--- src/rtl/md5_pkg.sv ---
// Shared types and constants for the MD5 message feeder.
package md5_pkg;

    typedef enum logic [2:0] {
        ST_CORE_RST,
        ST_FILL,
        ST_PAD,
        ST_SEND,
        ST_WAIT_DONE
    } state_t;

    localparam int          BLOCK_WORDS = 16;
    localparam int          LEN_LO_IDX  = 14;
    localparam int          LEN_HI_IDX  = 15;
    localparam logic [7:0]  PAD_BYTE    = 8'h80;

endpackage

--- src/rtl/md5_block_buf.sv ---
// 16x32 message block buffer: little-endian byte-lane writes, pad fill,
// full clear, length-word write and a word read port for the send burst.
module md5_block_buf
    import md5_pkg::*;
(
    input  logic        i_clk,
    input  logic        i_rst,
    input  logic        i_byte_we,
    input  logic [5:0]  i_byte_idx,
    input  logic [7:0]  i_byte,
    input  logic        i_pad,
    input  logic        i_clr,
    input  logic        i_len_we,
    input  logic [63:0] i_len,
    input  logic [3:0]  i_rd_idx,
    output logic [31:0] o_rd_word
);

    logic [31:0] r_words [BLOCK_WORDS];

    // Pad writes 0x80 at the pointer and zeros every later byte; the length
    // write is placed last so it overrides pad/clear in words 14 and 15.
    always_ff @(posedge i_clk or posedge i_rst) begin
        if (i_rst) begin
            for (int w = 0; w < BLOCK_WORDS; w++) begin
                r_words[w] <= '0;
            end
        end else begin
            for (int w = 0; w < BLOCK_WORDS; w++) begin
                for (int l = 0; l < 4; l++) begin
                    if (i_clr) begin
                        r_words[w][8*l +: 8] <= 8'h00;
                    end else if (i_pad && (i_byte_idx == 6'(4*w + l))) begin
                        r_words[w][8*l +: 8] <= PAD_BYTE;
                    end else if (i_pad && (6'(4*w + l) > i_byte_idx)) begin
                        r_words[w][8*l +: 8] <= 8'h00;
                    end else if (i_byte_we && (i_byte_idx == 6'(4*w + l))) begin
                        r_words[w][8*l +: 8] <= i_byte;
                    end
                end
            end
            if (i_len_we) begin
                r_words[LEN_LO_IDX] <= i_len[31:0];
                r_words[LEN_HI_IDX] <= i_len[63:32];
            end
        end
    end

    assign o_rd_word = r_words[i_rd_idx];

endmodule

--- src/rtl/md5_msg_feeder.sv ---
// Byte-stream front end for the md5sum core: MD5 padding, block packing,
// 16-word write bursts, per-message core reset and digest capture.
module md5_msg_feeder
    import md5_pkg::*;
#(
    parameter int LEN_W      = 32,
    parameter int RST_CYCLES = 4
) (
    input  logic         clk,
    input  logic         rst,
    input  logic         in_valid,
    input  logic [7:0]   in_data,
    input  logic         in_last,
    output logic         in_ready,
    output logic         core_rst_n,
    input  logic         core_rdy,
    output logic         core_write_en,
    output logic [31:0]  core_msg,
    input  logic         core_done,
    input  logic [31:0]  core_a,
    input  logic [31:0]  core_b,
    input  logic [31:0]  core_c,
    input  logic [31:0]  core_d,
    output logic [127:0] digest,
    output logic         digest_valid,
    output logic         busy
);

    localparam int RC_W = (RST_CYCLES > 1) ? $clog2(RST_CYCLES) : 1;

    state_t            r_state;
    state_t            w_state_nxt;
    logic [RC_W-1:0]   r_rst_cnt;
    logic [LEN_W-1:0]  r_byte_cnt;
    logic [5:0]        r_ptr;
    logic [3:0]        r_send_cnt;
    logic              r_write_en;
    logic              r_final;
    logic              r_len_pending;
    logic              r_last_pending;
    logic [127:0]      r_digest;
    logic              r_digest_valid;
    logic              r_busy;

    logic              w_accept;
    logic              w_rst_done;
    logic              w_byte_we;
    logic              w_pad;
    logic              w_clr;
    logic              w_len_we;
    logic              w_len_fits;
    logic [63:0]       w_bitlen;
    logic [31:0]       w_rd_word;

    assign w_accept   = in_valid && (r_state == ST_FILL);
    assign w_rst_done = (r_rst_cnt == RC_W'(RST_CYCLES - 1));
    assign w_len_fits = (r_ptr <= 6'd55);
    assign w_bitlen   = {{(61 - LEN_W){1'b0}}, r_byte_cnt, 3'b000};

    md5_block_buf u_buf (
        .i_clk      (clk),
        .i_rst      (rst),
        .i_byte_we  (w_byte_we),
        .i_byte_idx (r_ptr),
        .i_byte     (in_data),
        .i_pad      (w_pad),
        .i_clr      (w_clr),
        .i_len_we   (w_len_we),
        .i_len      (w_bitlen),
        .i_rd_idx   (r_send_cnt),
        .o_rd_word  (w_rd_word)
    );

    always_ff @(posedge clk or posedge rst) begin
        if (rst) begin
            r_state <= ST_CORE_RST;
        end else begin
            r_state <= w_state_nxt;
        end
    end

    always_comb begin
        w_state_nxt = r_state;
        w_byte_we   = 1'b0;
        w_pad       = 1'b0;
        w_clr       = 1'b0;
        w_len_we    = 1'b0;
        case (r_state)
            ST_CORE_RST: begin
                if (w_rst_done) w_state_nxt = ST_FILL;
            end
            ST_FILL: begin
                if (w_accept) begin
                    w_byte_we = 1'b1;
                    if (r_ptr == 6'd63)  w_state_nxt = ST_SEND;
                    else if (in_last)    w_state_nxt = ST_PAD;
                end
            end
            ST_PAD: begin
                w_pad       = 1'b1;
                w_len_we    = w_len_fits;
                w_state_nxt = ST_SEND;
            end
            ST_SEND: begin
                if (r_write_en && (r_send_cnt == 4'd15)) w_state_nxt = ST_WAIT_DONE;
            end
            ST_WAIT_DONE: begin
                if (core_done) begin
                    if (r_final) begin
                        w_clr       = 1'b1;
                        w_state_nxt = ST_CORE_RST;
                    end else if (r_len_pending) begin
                        w_clr       = 1'b1;
                        w_len_we    = 1'b1;
                        w_state_nxt = ST_SEND;
                    end else if (r_last_pending) begin
                        w_state_nxt = ST_PAD;
                    end else begin
                        w_state_nxt = ST_FILL;
                    end
                end
            end
            default: w_state_nxt = ST_CORE_RST;
        endcase
    end

    always_ff @(posedge clk or posedge rst) begin
        if (rst) begin
            r_rst_cnt      <= '0;
            r_byte_cnt     <= '0;
            r_ptr          <= '0;
            r_send_cnt     <= '0;
            r_write_en     <= 1'b0;
            r_final        <= 1'b0;
            r_len_pending  <= 1'b0;
            r_last_pending <= 1'b0;
            r_digest       <= '0;
            r_digest_valid <= 1'b0;
            r_busy         <= 1'b0;
        end else begin
            r_digest_valid <= 1'b0;
            case (r_state)
                ST_CORE_RST: begin
                    r_rst_cnt      <= w_rst_done ? '0 : r_rst_cnt + RC_W'(1);
                    r_byte_cnt     <= '0;
                    r_ptr          <= '0;
                    r_final        <= 1'b0;
                    r_len_pending  <= 1'b0;
                    r_last_pending <= 1'b0;
                end
                ST_FILL: begin
                    if (w_accept) begin
                        r_byte_cnt <= r_byte_cnt + LEN_W'(1);
                        r_ptr      <= r_ptr + 6'd1;
                        r_busy     <= 1'b1;
                        if (in_last) r_last_pending <= 1'b1;
                    end
                end
                ST_PAD: begin
                    r_last_pending <= 1'b0;
                    r_ptr          <= '0;
                    if (w_len_fits) r_final       <= 1'b1;
                    else            r_len_pending <= 1'b1;
                end
                ST_SEND: begin
                    // core_rdy only starts a burst; once started it runs 16 words.
                    if (!r_write_en) begin
                        if (core_rdy) begin
                            r_write_en <= 1'b1;
                            r_send_cnt <= '0;
                        end
                    end else if (r_send_cnt == 4'd15) begin
                        r_write_en <= 1'b0;
                        r_send_cnt <= '0;
                    end else begin
                        r_send_cnt <= r_send_cnt + 4'd1;
                    end
                end
                ST_WAIT_DONE: begin
                    if (core_done) begin
                        if (r_final) begin
                            r_digest       <= {core_a, core_b, core_c, core_d};
                            r_digest_valid <= 1'b1;
                            r_busy         <= 1'b0;
                            r_final        <= 1'b0;
                        end else if (r_len_pending) begin
                            r_len_pending <= 1'b0;
                            r_final       <= 1'b1;
                        end
                    end
                end
                default: ;
            endcase
        end
    end

    assign in_ready      = (r_state == ST_FILL);
    assign core_rst_n    = (r_state != ST_CORE_RST);
    assign core_write_en = r_write_en;
    assign core_msg      = r_write_en ? w_rd_word : 32'h0;
    assign digest        = r_digest;
    assign digest_valid  = r_digest_valid;
    assign busy          = r_busy;

endmodule

--- config.mk ---
export PLATFORM = sky130hd
export DESIGN_NAME = md5_msg_feeder
export DESIGN_NICKNAME = d
export VERILOG_FILES = /design/src/rtl/md5_pkg.sv /design/src/rtl/md5_block_buf.sv /design/src/rtl/md5_msg_feeder.sv
export SDC_FILE = /design/constraint.sdc
export NUM_CORES = 2
export LEC_CHECK = 0
export BUFFER_PORTS_ARGS = -buffer_cell sky130_fd_sc_hd__buf_2
export CAP_MARGIN = 20
export CORE_MARGIN = 4
export CORE_UTILIZATION = 50
export CTS_CLUSTER_DIAMETER = 50
export DETAILED_ROUTE_END_ITERATION = 10
export GPL_ROUTABILITY_DRIVEN = 0
export PLACE_DENSITY = 0.72
export SYNTH_ARGS = -nofsm -noshare
export SYNTH_HDL_FRONTEND = slang
export SYNTH_SLANG_ARGS = --single-unit
--- constraint.sdc ---
create_clock -name clk -period 27.7 [get_ports clk]
set_input_delay 5.54 -clock clk [delete_from_list [all_inputs] [get_ports clk]]
set_output_delay 5.54 -clock clk [all_outputs]
set_load 0.05 [all_outputs]
== After elaboration in Yosys (flattened, before gate mapping) ==
Cells that the tools add are included.
Word-level totals
  flip-flop bits (word level): 693
  input bits: 142
  output and inout port bits: 165
  logic and storage cells: 811
Cells by class
  add/sub/neg operators: 4
  magnitude comparators: 66
  equal/unequal tests: 79
  multiplexer cells: 309
  bitwise gates (word level): 1
  reduce and logical (&&, ||, !) cells: 276
Operator list (count)
  two-way mux 8 bit: 256
  nonzero test 4 bit: 56
  logical AND 1 bit: 194
  equality test 6 bit, second input constant: 32
  > comparator 6 bit, first input constant: 32
  binary-select mux 32 bit (select 4 bit): 1
  two-way mux 32 bit: 4
  equality test 6 x 5 -> 1 bit, second input constant: 16
  > comparator 5 x 6 -> 1 bit, first input constant: 16
  two-way mux 64 bit: 1
  one-hot mux 32 bit (2 select lines): 1
  equality test 6 x 4 -> 1 bit, second input constant: 8
  > comparator 4 x 6 -> 1 bit, first input constant: 8
  nonzero test 5 bit: 8
  adder 32 x 1 -> 32 bit, second input constant: 1
  two-way mux 1 bit: 25
  equality test 6 x 3 -> 1 bit, second input constant: 4
  > comparator 3 x 6 -> 1 bit, first input constant: 4
  two-way mux 3 bit: 6
  inequality test 2 bit, second input constant: 8
  one-hot mux 3 bit (5 select lines): 1
  equality test 6 x 2 -> 1 bit, second input constant: 2
  > comparator 1 x 6 -> 1 bit, first input constant: 2
  > comparator 2 x 6 -> 1 bit, first input constant: 2
  29 further kinds: 47

== Logic depth before layout (Yosys ltp) ==
  depth in word-level cells: 10
  gate-level depth with buffers: 10
  mapped depth without buffers: 7

== Modules after synthesis ==
A second synthesis with hierarchy kept.
Second synthesis, totals
  cell total of the unflattened synthesis: 3232
  area total of the unflattened synthesis: 33875.0 sq um
By module, submodules not included
  md5_block_buf: instances 1, cells each 2355, area an instance 26157.6 sq um, sequential area each 12812.3 sq um
  md5_msg_feeder: instances 1, cells each 877, area an instance 7717.4 sq um, sequential area each 4529.3 sq um

== Worst setup path before layout ==
Ideal clock, no wire load.
  kind: flip-flop to output port
  from: register r_send_cnt[0]
  to: output port core_msg[0]
  arrival time: 2.445 ns
  required time: 22.160 ns
  path slack: 19.715 ns
  cell stages (with the launch flop): 7
  path buffers: 3
  cells stage by stage: dfrtp_1 clkbuf_1 clkbuf_1 buf_2 mux4_2 mux4_2 and2_1
On the way
  cells in the longest elaborated chain, start to end: 5
Ends and longest elaborated chain
  start, declared: RTL line md5_msg_feeder.sv:36  | logic [3:0] r_send_cnt;
  start signal, assigned: RTL line md5_msg_feeder.sv:176  | r_send_cnt <= r_send_cnt + 4'd1;
  NOT 4 -> 5 bit (not written as such): RTL line md5_block_buf.sv:49  | assign o_rd_word = r_words[i_rd_idx];
  binary-select mux 32 bit (select 4 bit): RTL line md5_block_buf.sv:49
  two-way mux 32 bit (not written as such) (2 in a row): RTL line md5_block_buf.sv:49
  two-way mux 32 bit: RTL line md5_msg_feeder.sv:200  | assign core_msg = r_write_en ? w_rd_word : 32'h0;
  end, declared: RTL line md5_msg_feeder.sv:18  | output logic [31:0] core_msg,
No other way between the ends. The select of a mux whose other input is x is not followed.

== Worst setup path in the final report ==
  from: register r_send_cnt[0]
  to: output port core_msg[23]
The elaborated chain is that of the path after synthesis.

==> impl_metrics.ini <==
[power_and_ir_drop]
p_per_area_nw_per_um2 = 86.8
p_comb_share_pct = 29.1
internal-power_w = 0.00221
p_clk_share_pct = 34.6
leakagePower_nw = 18.8
ir_drop_mv = 0.0569
switching_share_pct = 36.5
p_sw_w = 0.00127
seqPwrFrac_pct = 36.3

[logic_synthesis]
ys.flop_type = dfrtp_1
synth_fa_ha_area_share_pct = 0.289
synth_top_family_by_area = multiplexers
syn_area_um2 = 34700
ys_top_cells_by_area = dfrtp_1, mux4_2, mux2i_1, mux2_2, nand2_1
yosysSeqAreaShare_pct = 50.0
synth_edf_count = 0
synth_cells = 3195
syn_nets = 3345
synth_top_area_share_pct = 50.0
synth-compound-area-share_pct = 10.9
syn_avg_cell_area_um2 = 10.9
synthMuxAreaShare_pct = 20.6
synth-xor-area-share_pct = 0.606
ys_warn_count = 0
synth-simple-area-share_pct = 14.3
ys_ff_latch = 693
yosysTopAreaCell = dfrtp_1
synth_common_cells = dfrtp_1, nand2_1, nor2_1, a21oi_1, nand3_1
ys_types = 86
yosysMostFrequentCell = dfrtp_1
synthArstFlopShare_pct = 100

[floorplanning]
start_util_pct = 50.5
ios = 307
die_h_um = 271
die_w_um = 271
num_rows = 96
die-area_um2 = 73700
core_um2 = 68700

[global_routing]
grt_first_pass_wirelength_um = 177000
grt.overflow.total = 0
antenna_found_initial = 9
grt_pass1_vias = 28400
track_usage_pct = 31.0
grt_max_degree = 171

[layout]
stdcell_count = 4417
synthToLayoutAreaGrowth_pct = 15.8
fillCellCount = 5664
layout-drive-gt1-share_pct = 25.8
nets = 3554
design_area_um2 = 40200

[sta]
grt_setup_unrepaired = false
max_clock_freq_ghz = 0.101
drv_slew = 0
tightest_slew_ns = 1.24
final-setup-viol-count = 0
setup_tns_ns = 0
post-route-period-util_pct = 35.9
whs_ns = 0.475
fin_skew_ns = 0.0232
finalHoldViolCount = 0
fin_crit_ns = 9.94
relSlewSlack_pct = 17.0

[drt]
drc = 0
ant_nets = 0
dr.pass1.iters = 7
viasPerCell = 6.46
vias = 28500
first_iter_violations = 3846
wl_um = 116000
avgRoutedWirePerCell_um = 26.2

[job]
cap_violations = 0

[critical_path]
path_cells = buf_4, buf_4, mux4_2, mux4_2, and2_1, buf_2
worstSetupPathType = flop to output port
endpoint_kind = output port
critPathRequiredTime_ns = 22.16
max_stage_delay_ns = 0.77
critPathMaxFanout = 44
cp-start-kind = flop
crit_arrival_ns = 4.40
r2r_cells = 7
cp_slowest_cell = buf_4

[cts]
cts_sinks = 693
cts_buffers = 90
clock_path_buffers = 3
cts_tree = done
clock_latency_ns = 0.65
root_buffer = clkbuf_16
cts_setup_buffers = 0
cts_resized = 0
cts_hold_buf = 0
htreeDepth = 3
clk_pin_slew_ns = 0.06

[min_path]
holdPathStages = 2
worstHoldPathType = flop to flop

[placement]
placedCellCount = 4241
port-buffer-count = 306
hpwl_um = 76900
placed_area_um2 = 37000

[outcome]
status = complete, no violations
## critical path: cells and delay by family, from the launching register on
kind                   cells  cell delay [ns]
buffers and inverters      3             1.64
multiplexers               2             1.13
flip-flops                 1             0.74
AND/OR/NAND/NOR            1             0.19
## layout by cell type (no fill, tap or decap), drive strengths merged, types with 24 or more instances in the layout
master    n
a21oi   219
a22o     28
a22oi    24
a31oi    30
and2     52
buf     372
clkbuf  119
dfrtp   693
inv      50
mux2    149
mux2i   185
mux4    160
nand2   360
nand3   187
nor2    317
nor3     35
o21ai   152
o31ai    24
## path summary, 6_finish.rpt
kind                                     from                  to  slack (ns)
setup / recovery                r_send_cnt[0]        core_msg[23]       17.76
hold / removal             u_buf.r_words[303]  u_buf.r_words[303]        0.47
setup reg to reg                   r_state[2]  u_buf.r_words[327]       23.73
hold reg to reg            u_buf.r_words[303]  u_buf.r_words[303]        0.47
max in group asynchronous                 rst          digest[20]       20.10
min in group asynchronous                 rst  u_buf.r_words[131]        5.12
## cell families (layout without fill, tap and decap cells)
| family | count (synthesis) | in the layout |
|---|---|---|
| and+or+nand+nor | 1079 | 1079 |
| DFF | 693 | 693 |
| AOI/OAI and AO/OA | 609 | 609 |
| muxes | 494 | 494 |
| buffers and inverters | 288 | 573 |
| xor gates and xnor gates | 24 | 24 |
| adders and majority gates | 8 | 8 |
| other | 0 | 6 |
## sequential cells by signal (all words and copies together), names as in the netlist, 2 cells and up
register and cells:
r_ptr 6, u_buf.r_words 512, r_send_cnt 4, digest 128
r_byte_cnt 32, r_rst_cnt 2, r_state 3
## power by group through the flow
stage | logic [W] | registers (W) | clock network (W)
final | 0.00102 | 0.00127 | 0.00121
after floorplan | 0.000696 | 0.00125 | 0
after CTS | 0.000999 | 0.00126 | 0.00122
after detailed placement | 0.000996 | 0.00127 | 0
after global placement | 0.000958 | 0.00129 | 0
after global routing | 0.00107 | 0.00127 | 0.00127
## stage by stage
stage	setup slack, ns	utilization, %	total power [W]
floorplan	2.73	-	0.00195
finish	17.76	58.5	0.00349
CTS	17.66	58.4	0.00348
global route	17.43	58.5	0.00361
global placement	17.90	53.8	0.00224
detailed placement	18.37	53.9	0.00227
## per-layer routing
metal  part of all wire, %  GRT usage, %  vias to the layer above
li1                      -             -                    12000
met1                    38          41.8                    14100
met2                    44          46.5                     1973
met3                    13          10.6                      413
met4                   4.9          12.4                        6
met5                 0.035             0                        -
## area by class of cell
type                            instances  area (um^2)  share of cell area, %
Timing Repair Buffer                  373         2090                   5.20
Multi-Input combinational cell       2214        16300                   40.6
Inverter                               32          128                  0.318
Antenna cell                            6         15.0                 0.0374
Sequential cell                       693        17400                   43.2
Clock inverter                         50          566                   1.41
Clock buffer                          118         2560                   6.37
Tap cell                              931         1160                   2.90
Note: power is estimated with default switching activity, not from simulation.
